--- src/rtl/gpioemu_host_if.sv ---
// gpioemu_host_if
//
// Register-bus connection between the gpioemu_host initiator and the SYKT
// GPIO multiplier peripheral.
//
// Signals:
//   saddress  [31:0]  register offset driven by the initiator
//   srd               read strobe (initiator -> peripheral)
//   swr               write strobe (initiator -> peripheral)
//   sdata_in  [31:0]  write data (initiator -> peripheral)
//   sdata_out [31:0]  read data (peripheral -> initiator)
//
// Modports:
//   master  the initiator side (gpioemu_host)
//   slave   the peripheral side
interface gpioemu_host_if;
  logic [31:0] saddress;
  logic        srd;
  logic        swr;
  logic [31:0] sdata_in;
  logic [31:0] sdata_out;

  modport master (
    output saddress,
    output srd,
    output swr,
    output sdata_in,
    input  sdata_out
  );

  modport slave (
    input  saddress,
    input  srd,
    input  swr,
    input  sdata_in,
    output sdata_out
  );
endinterface

--- src/rtl/gpioemu_host.sv ---
// gpioemu_host
//
// Bus initiator for the SYKT GPIO multiplier peripheral. Takes an operand
// pair on a valid/ready command port, writes A1 and A2, polls status register
// B until the peripheral reports finish or malformed input (or the poll budget
// runs out), then on finish reads product W and ones-count L. The outcome is
// returned on a valid/ready response port.
//
// Every bus access is SETUP (1 cycle) + STROBE (STROBE_CYCLES cycles) +
// HOLD (1 cycle). Read data is captured on the edge that ends the last
// STROBE cycle.
//
// Ports:
//   clk          single clock, rising edge
//   n_reset      asynchronous active-low reset
//   cmd_valid    operand pair offered
//   cmd_ready    high only in IDLE (and out of reset)
//   cmd_a1/a2    operands
//   rsp_valid    response valid, held until accepted
//   rsp_ready    response consumer ready
//   rsp_product  W value read
//   rsp_ones     L value read
//   rsp_flags    last B value read
//   rsp_status   0 OK, 1 overflow, 2 malformed, 3 timeout
//   bus          peripheral register bus (master modport)
module gpioemu_host #(
  parameter int          STROBE_CYCLES = 2,
  parameter int          POLL_LIMIT    = 64,
  parameter logic [31:0] MAX_INPUT     = 32'hFFFFFF,
  parameter logic [31:0] ADDR_A1       = 32'h2C8,
  parameter logic [31:0] ADDR_A2       = 32'h2D0,
  parameter logic [31:0] ADDR_W        = 32'h2D8,
  parameter logic [31:0] ADDR_L        = 32'h2E0,
  parameter logic [31:0] ADDR_B        = 32'h2E8
) (
  input  logic        clk,
  input  logic        n_reset,
  input  logic        cmd_valid,
  output logic        cmd_ready,
  input  logic [31:0] cmd_a1,
  input  logic [31:0] cmd_a2,
  output logic        rsp_valid,
  input  logic        rsp_ready,
  output logic [31:0] rsp_product,
  output logic [31:0] rsp_ones,
  output logic [7:0]  rsp_flags,
  output logic [1:0]  rsp_status,
  gpioemu_host_if.master bus
);

  typedef enum logic [2:0] {
    IDLE,
    WR_A1,
    WR_A2,
    POLL_B,
    RD_W,
    RD_L,
    RESP
  } state_t;

  localparam logic [31:0] STROBE_LAST = 32'(STROBE_CYCLES);
  localparam logic [31:0] HOLD_PHASE  = 32'(STROBE_CYCLES + 1);
  localparam logic [31:0] POLL_MAX    = 32'(POLL_LIMIT);

  localparam logic [1:0] ST_OK        = 2'd0;
  localparam logic [1:0] ST_MALFORMED = 2'd2;
  localparam logic [1:0] ST_TIMEOUT   = 2'd3;

  state_t      state;
  state_t      state_next;
  logic [31:0] phase;
  logic [31:0] phase_next;

  logic [31:0] a1;
  logic [31:0] a2;
  logic [31:0] poll_cnt;
  logic [31:0] poll_inc;
  logic [31:0] product;
  logic [31:0] ones;
  logic [7:0]  flags;
  logic [1:0]  status;

  logic        in_access;
  logic        is_write;
  logic        is_read;
  logic [31:0] addr_sel;
  logic [31:0] wdata;
  logic        cmd_fire;
  logic        cmd_bad;
  logic        access_end;
  logic        strobe_on;
  logic        capture;

  // phase counts 0 (SETUP), 1..STROBE_CYCLES (STROBE), STROBE_CYCLES+1 (HOLD);
  // it is parked at 0 whenever no access is running.
  assign access_end = (phase == HOLD_PHASE);
  assign strobe_on  = (phase != 32'd0) && (phase <= STROBE_LAST);
  assign capture    = is_read && (phase == STROBE_LAST);
  assign poll_inc   = poll_cnt + 32'd1;
  assign cmd_bad    = (cmd_a1 > MAX_INPUT) || (cmd_a2 > MAX_INPUT);

  // Bus outputs are decoded from registered state so an asynchronous reset
  // drops the strobes in the same cycle it is asserted.
  assign bus.saddress = addr_sel;
  assign bus.sdata_in = wdata;
  assign bus.swr      = is_write && strobe_on;
  assign bus.srd      = is_read && strobe_on;

  // cmd_ready is masked by reset so that every output reads 0 while reset is
  // held, and rises as soon as reset is released.
  assign cmd_ready   = (state == IDLE) && n_reset;
  assign rsp_valid   = (state == RESP);
  assign rsp_product = product;
  assign rsp_ones    = ones;
  assign rsp_flags   = flags;
  assign rsp_status  = status;

  // State register: FSM state plus the position inside the current access.
  always_ff @(posedge clk or negedge n_reset) begin
    if (!n_reset) begin
      state <= IDLE;
      phase <= '0;
    end else begin
      state <= state_next;
      phase <= phase_next;
    end
  end

  // Next-state and access decode. Each bus state runs one full access and
  // only moves on at the end of its HOLD cycle, which keeps accesses
  // back-to-back. The B decision uses the value captured during the strobe.
  always_comb begin
    state_next = state;
    phase_next = phase;
    in_access  = 1'b0;
    is_write   = 1'b0;
    is_read    = 1'b0;
    addr_sel   = '0;
    wdata      = '0;
    cmd_fire   = 1'b0;

    case (state)
      IDLE: begin
        cmd_fire = cmd_valid;
        if (cmd_valid) begin
          state_next = cmd_bad ? RESP : WR_A1;
        end
      end
      WR_A1: begin
        in_access = 1'b1;
        is_write  = 1'b1;
        addr_sel  = ADDR_A1;
        wdata     = a1;
        if (access_end) state_next = WR_A2;
      end
      WR_A2: begin
        in_access = 1'b1;
        is_write  = 1'b1;
        addr_sel  = ADDR_A2;
        wdata     = a2;
        if (access_end) state_next = POLL_B;
      end
      POLL_B: begin
        in_access = 1'b1;
        is_read   = 1'b1;
        addr_sel  = ADDR_B;
        if (access_end) begin
          if (flags[4]) begin
            state_next = RD_W;
          end else if (flags[2] || flags[3]) begin
            state_next = RESP;
          end else if (poll_inc == POLL_MAX) begin
            state_next = RESP;
          end else begin
            state_next = POLL_B;
          end
        end
      end
      RD_W: begin
        in_access = 1'b1;
        is_read   = 1'b1;
        addr_sel  = ADDR_W;
        if (access_end) state_next = RD_L;
      end
      RD_L: begin
        in_access = 1'b1;
        is_read   = 1'b1;
        addr_sel  = ADDR_L;
        if (access_end) state_next = RESP;
      end
      RESP: begin
        if (rsp_ready) state_next = IDLE;
      end
      default: begin
        state_next = IDLE;
      end
    endcase

    if (in_access) begin
      phase_next = access_end ? 32'd0 : phase + 32'd1;
    end
  end

  // Datapath: operand latches, poll counter and the response registers.
  // Response fields are cleared when a command is taken, so a locally
  // rejected or timed-out command reports zeros for values never read.
  always_ff @(posedge clk or negedge n_reset) begin
    if (!n_reset) begin
      a1       <= '0;
      a2       <= '0;
      poll_cnt <= '0;
      product  <= '0;
      ones     <= '0;
      flags    <= '0;
      status   <= ST_OK;
    end else begin
      if (cmd_fire) begin
        a1      <= cmd_a1;
        a2      <= cmd_a2;
        product <= '0;
        ones    <= '0;
        flags   <= '0;
        status  <= cmd_bad ? ST_MALFORMED : ST_OK;
      end

      if (state == WR_A2) begin
        poll_cnt <= '0;
      end

      if (capture) begin
        case (state)
          POLL_B:  flags   <= bus.sdata_out[7:0];
          RD_W:    product <= bus.sdata_out;
          RD_L:    ones    <= bus.sdata_out;
          default: ;
        endcase
      end

      // Status is settled at the end of the B read that ends polling; on the
      // finish path bit 0 of that B value marks overflow.
      if ((state == POLL_B) && access_end) begin
        poll_cnt <= poll_inc;
        if (flags[4]) begin
          status <= {1'b0, flags[0]};
        end else if (flags[2] || flags[3]) begin
          status <= ST_MALFORMED;
        end else if (poll_inc == POLL_MAX) begin
          status <= ST_TIMEOUT;
        end
      end
    end
  end

endmodule
--- src/flat_wrapper.sv ---
// flat-port wrapper written by rule: the top's interface ports become plain ports
module gpioemu_host_flat 
#(
  parameter int          STROBE_CYCLES = 2,
  parameter int          POLL_LIMIT    = 64,
  parameter logic [31:0] MAX_INPUT     = 32'hFFFFFF,
  parameter logic [31:0] ADDR_A1       = 32'h2C8,
  parameter logic [31:0] ADDR_A2       = 32'h2D0,
  parameter logic [31:0] ADDR_W        = 32'h2D8,
  parameter logic [31:0] ADDR_L        = 32'h2E0,
  parameter logic [31:0] ADDR_B        = 32'h2E8
)
  (clk, n_reset, cmd_valid, cmd_ready, cmd_a1, cmd_a2, rsp_valid, rsp_ready, rsp_product, rsp_ones, rsp_flags, rsp_status, bus_saddress, bus_srd, bus_swr, bus_sdata_in, bus_sdata_out);
  gpioemu_host_if bus_i ();
  input  logic clk;
  input  logic n_reset;
  input  logic cmd_valid;
  output logic cmd_ready;
  input  logic [31:0] cmd_a1;
  input  logic [31:0] cmd_a2;
  output logic rsp_valid;
  input  logic rsp_ready;
  output logic [31:0] rsp_product;
  output logic [31:0] rsp_ones;
  output logic [7:0] rsp_flags;
  output logic [1:0] rsp_status;
  output wire logic [$bits(bus_i.saddress)-1:0] bus_saddress;
  output wire logic [$bits(bus_i.srd)-1:0] bus_srd;
  output wire logic [$bits(bus_i.swr)-1:0] bus_swr;
  output wire logic [$bits(bus_i.sdata_in)-1:0] bus_sdata_in;
  input wire logic [$bits(bus_i.sdata_out)-1:0] bus_sdata_out;
  assign bus_saddress = bus_i.saddress;
  assign bus_srd = bus_i.srd;
  assign bus_swr = bus_i.swr;
  assign bus_sdata_in = bus_i.sdata_in;
  assign bus_i.sdata_out = bus_sdata_out;
  gpioemu_host #(.STROBE_CYCLES(STROBE_CYCLES), .POLL_LIMIT(POLL_LIMIT), .MAX_INPUT(MAX_INPUT), .ADDR_A1(ADDR_A1), .ADDR_A2(ADDR_A2), .ADDR_W(ADDR_W), .ADDR_L(ADDR_L), .ADDR_B(ADDR_B)) u_core (.clk(clk), .n_reset(n_reset), .cmd_valid(cmd_valid), .cmd_ready(cmd_ready), .cmd_a1(cmd_a1), .cmd_a2(cmd_a2), .rsp_valid(rsp_valid), .rsp_ready(rsp_ready), .rsp_product(rsp_product), .rsp_ones(rsp_ones), .rsp_flags(rsp_flags), .rsp_status(rsp_status), .bus(bus_i));
endmodule
--- config.mk ---
export PLATFORM = sky130hd
export DESIGN_NAME = gpioemu_host_flat
export DESIGN_NICKNAME = d
export VERILOG_FILES = /design/src/rtl/gpioemu_host_if.sv /design/src/rtl/gpioemu_host.sv /design/src/flat_wrapper.sv
export SDC_FILE = /design/constraint.sdc
export NUM_CORES = 1
export LEC_CHECK = 0
export CAP_MARGIN = 15
export CELL_PAD_IN_SITES_DETAIL_PLACEMENT = 1
export CELL_PAD_IN_SITES_GLOBAL_PLACEMENT = 2
export CORE_UTILIZATION = 32
export DETAILED_ROUTE_END_ITERATION = 6
export PLACE_DENSITY_LB_ADDON = 0.2
export SLEW_MARGIN = 20
export SYNTH_ARGS = -nofsm -noshare
export SYNTH_HDL_FRONTEND = slang
export SYNTH_SLANG_ARGS = --single-unit
--- constraint.sdc ---
create_clock -name clk -period 6.95 [get_ports clk]
set_clock_uncertainty 0.15 [all_clocks]
set_input_delay 1.39 -clock clk [delete_from_list [all_inputs] [get_ports clk]]
set_output_delay 1.39 -clock clk [all_outputs]
set_load 0.05 [all_outputs]
==> impl_results.md <==
* CTS Buffer Depth at 3
* Yosys warning count at 0
* Core area at 30700 µm²
* Root Buffer: clkbuf_16
* Io pins at 242
* Crit-path max FO at 69
* Initial antenna violation count at 2
* Top_reg_cell synth: dfrtp_1
* Crit end category: output port
* Crit path time final at 4670 ps
* DIE WIDTH at 179 µm
* CP Class: in2out
* Pre-Repair DR Iteration Count at 6
* Final setup fails at 0
* Pin count of the biggest net entering global routing at 139
* Pwr dens at 429 nW/µm²
* Starting density of the core at 32.7%
* Placement Setup Slack at 2260 ps
* Avg Cell Area, Syn at 8.70 µm²
* Post_cts resized at 0
* Vias in the first global route at 9132
* CTS tree: done
* Die height at 179 µm
* Worst-path cell chain: clkbuf_8 -> nor4b_1 -> clkdlybuf4s50_1
* Critical Path AT at 3130 ps
* Post-synthesis sequential area ratio at 51.1%
* Post-CTS Setup Bufs at 0
* Most common cell after layout, fill and taps aside: nand2_1
* CP required at 5410 ps
* Detailed Place HPWL at 21.2 mm
* Synth Register Bits at 205
* Max cap viols at 0
* H-tree levels at 1
* Final Util at 43.2%
* Core Rows at 64
* Hold Fails Final Rpt at 0
* Die ar. at 32100 µm²
* Mapped Cells at 1155
* EDFF count, synth at 0
* Mapped Area at 10000 µm²
* Fin. max-slew vios at 0
* Worst path slowest cell: clkdlybuf4s50_1
* Detailed Route Iter0 Violations at 494
* Area after DPL at 12400 µm²
* Status: finished with violations
* Relative slew slack at 35.8%
* Crit path largest cell delay at 880 ps
* Vias at 8766
* Clock-pin transition on the worst setup and hold timing paths at 50 ps
* Synth async-reset ratio at 100%
* First-pass GRT wire length at 50.8 mm
* Hold_ws at 323 ps
* Final WS setup at 2280 ps
* Peak VDD IR at 0.209 mV
* Layout cells sized above 1 at 5.77%
* CTS Sinks at 205
* Nets at 1436
* RSZ-0062 raised after global routing: no
* Setup TNS at 0 ps
* Max Freq at 214 MHz
* DR DRC count at 6
* Skew-Pair Late Insertion Delay at 540 ps
* Period utilization at 67.2%
* WL/cell at 18.2 µm
* Port Buffers at 215
* Cts bufs inserted at 26
* Violated checks: DRC
* GRT Overall Usage at 20.1%
* Worst Hold Class: reg2reg
* Startpoint types: primary input
* Routability Congestion at 0.797
* Layout Cell Area excl Fill at 13300 µm²
* Total congestion overflow at 0
* ANT nets after route at 0
* DR vias/cell at 5.01
* Distinct cell type count of the synthesized netlist at 55
* Hold buffer count at cts at 0
* Area grow syn2layout at 32.3%
* Worst Tran Pin Value at 962 ps
* Commonest cells after routing, fill and taps aside: nand2_1 (382), clkdlybuf4s50_1 (214), dfrtp_1 (205), o21ai_0 (122), nor2_1 (38)
* Drt total wl at 31.8 mm
* Lkg Pwr at 5.88 nW
-- per-layer routing --
layer	up-vias	GRT usage [%]	share of wire (%)
met1	4363	26.5	45
met2	175	32.1	46
li1	4202	-	-
met5	-	0	0
met3	26	6.72	7.4
met4	0	3.92	1.4
-- cell families after synthesis --
logic type               after synthesis  share of synthesized area (%)
AO/OA/AOI/OAI                        202                           12.4
XOR/XNOR                              51                           4.45
adder cells (fa/ha/maj)                4                          0.498
buffers and inverters                111                           5.53
flip-flops                           205                           51.1
multiplexers                           4                          0.411
other                                  1                         0.0373
AND/OR/NAND/NOR                      577                           25.7
-- stage by stage --
step,power [W],instances
floorplan,0.00342,1180
CTS,0.00579,1748
global route,0.00602,1750
global placement,0.00432,1700
detailed placement,0.00435,1700
finish,0.00570,1750
-- where the power goes --
| group | internal, W | leakage [nW] | total (W) | switching [W] |
|---|---|---|---|---|
| registers | 0.00152 | 2.75 | 0.00176 | 0.000236 |
| clock network | 0.000838 | 0.443 | 0.00138 | 0.000546 |
| logic | 0.000788 | 2.69 | 0.00256 | 0.00177 |
-- cell type report --
cell class,count,area [µm²]
inverter,10,37.5
clock inverter,6,86.3
timing repair buffer,225,2240
antenna,2,5.00
tap,396,495
clock buffer,42,811
multi-input combinational,864,4480
fill,3568,17500
sequential,205,5130
-- Yosys cell counts (4+ instances only) --
library cell,n,area [µm²]
buf_2,5,25.0
a21oi_1,13,65.1
inv_1,10,37.5
and3_1,12,75.1
dfrtp_1,205,5130
or3_1,4,25.0
nand2_1,382,1430
and4_1,8,70.1
and2_1,6,37.5
ha_1,4,50.1
clkbuf_1,61,229
nor3_1,20,100
xor2_1,23,201
xnor2_1,28,245
nand3_1,34,170
nand2b_1,4,25.0
o31ai_1,9,67.6
or2_2,4,25.0
nand4_1,31,194
o21ai_0,122,611
a22o_1,34,298
nor4_1,14,87.6
buf_4,31,233
nor2_1,41,154
-- registers in the layout (all words and copies together) (netlist names) --
register / flops
u_core.poll_cnt: 32
u_core.rsp_ones: 32
u_core.phase: 32
u_core.rsp_status: 2
u_core.rsp_flags: 8
u_core.state: 3
u_core.a2: 32
u_core.a1: 32
u_core.rsp_product: 32
-- critical path, delay by kind of cell --
kind / cells / cell delay, ps
simple gates: 1 / 330
buf+inv: 2 / 1330
-- final timing paths --
check / from / to / slack [ps] / cells past startpoint
setup reg to reg: u_core.poll_cnt[7]$_DFFE_PN0P_ / u_core.state[0]$_DFFE_PN0P_ / 3440 / 7
hold / removal: u_core.a1[4]$_DFFE_PN0P_ / u_core.a1[4]$_DFFE_PN0P_ / 320 / 2
setup / recovery: n_reset / cmd_ready / 2280 / 3
max in group asynchronous: n_reset / u_core.rsp_flags[5]$_DFF_PN0_ / 4740 / 2
hold reg to reg: u_core.a1[4]$_DFFE_PN0P_ / u_core.a1[4]$_DFFE_PN0P_ / 320 / 2
min in group asynchronous: n_reset / u_core.a2[17]$_DFFE_PN0P_ / 700 / 1
No activity file was read; power rests on OpenSTA's default activity.
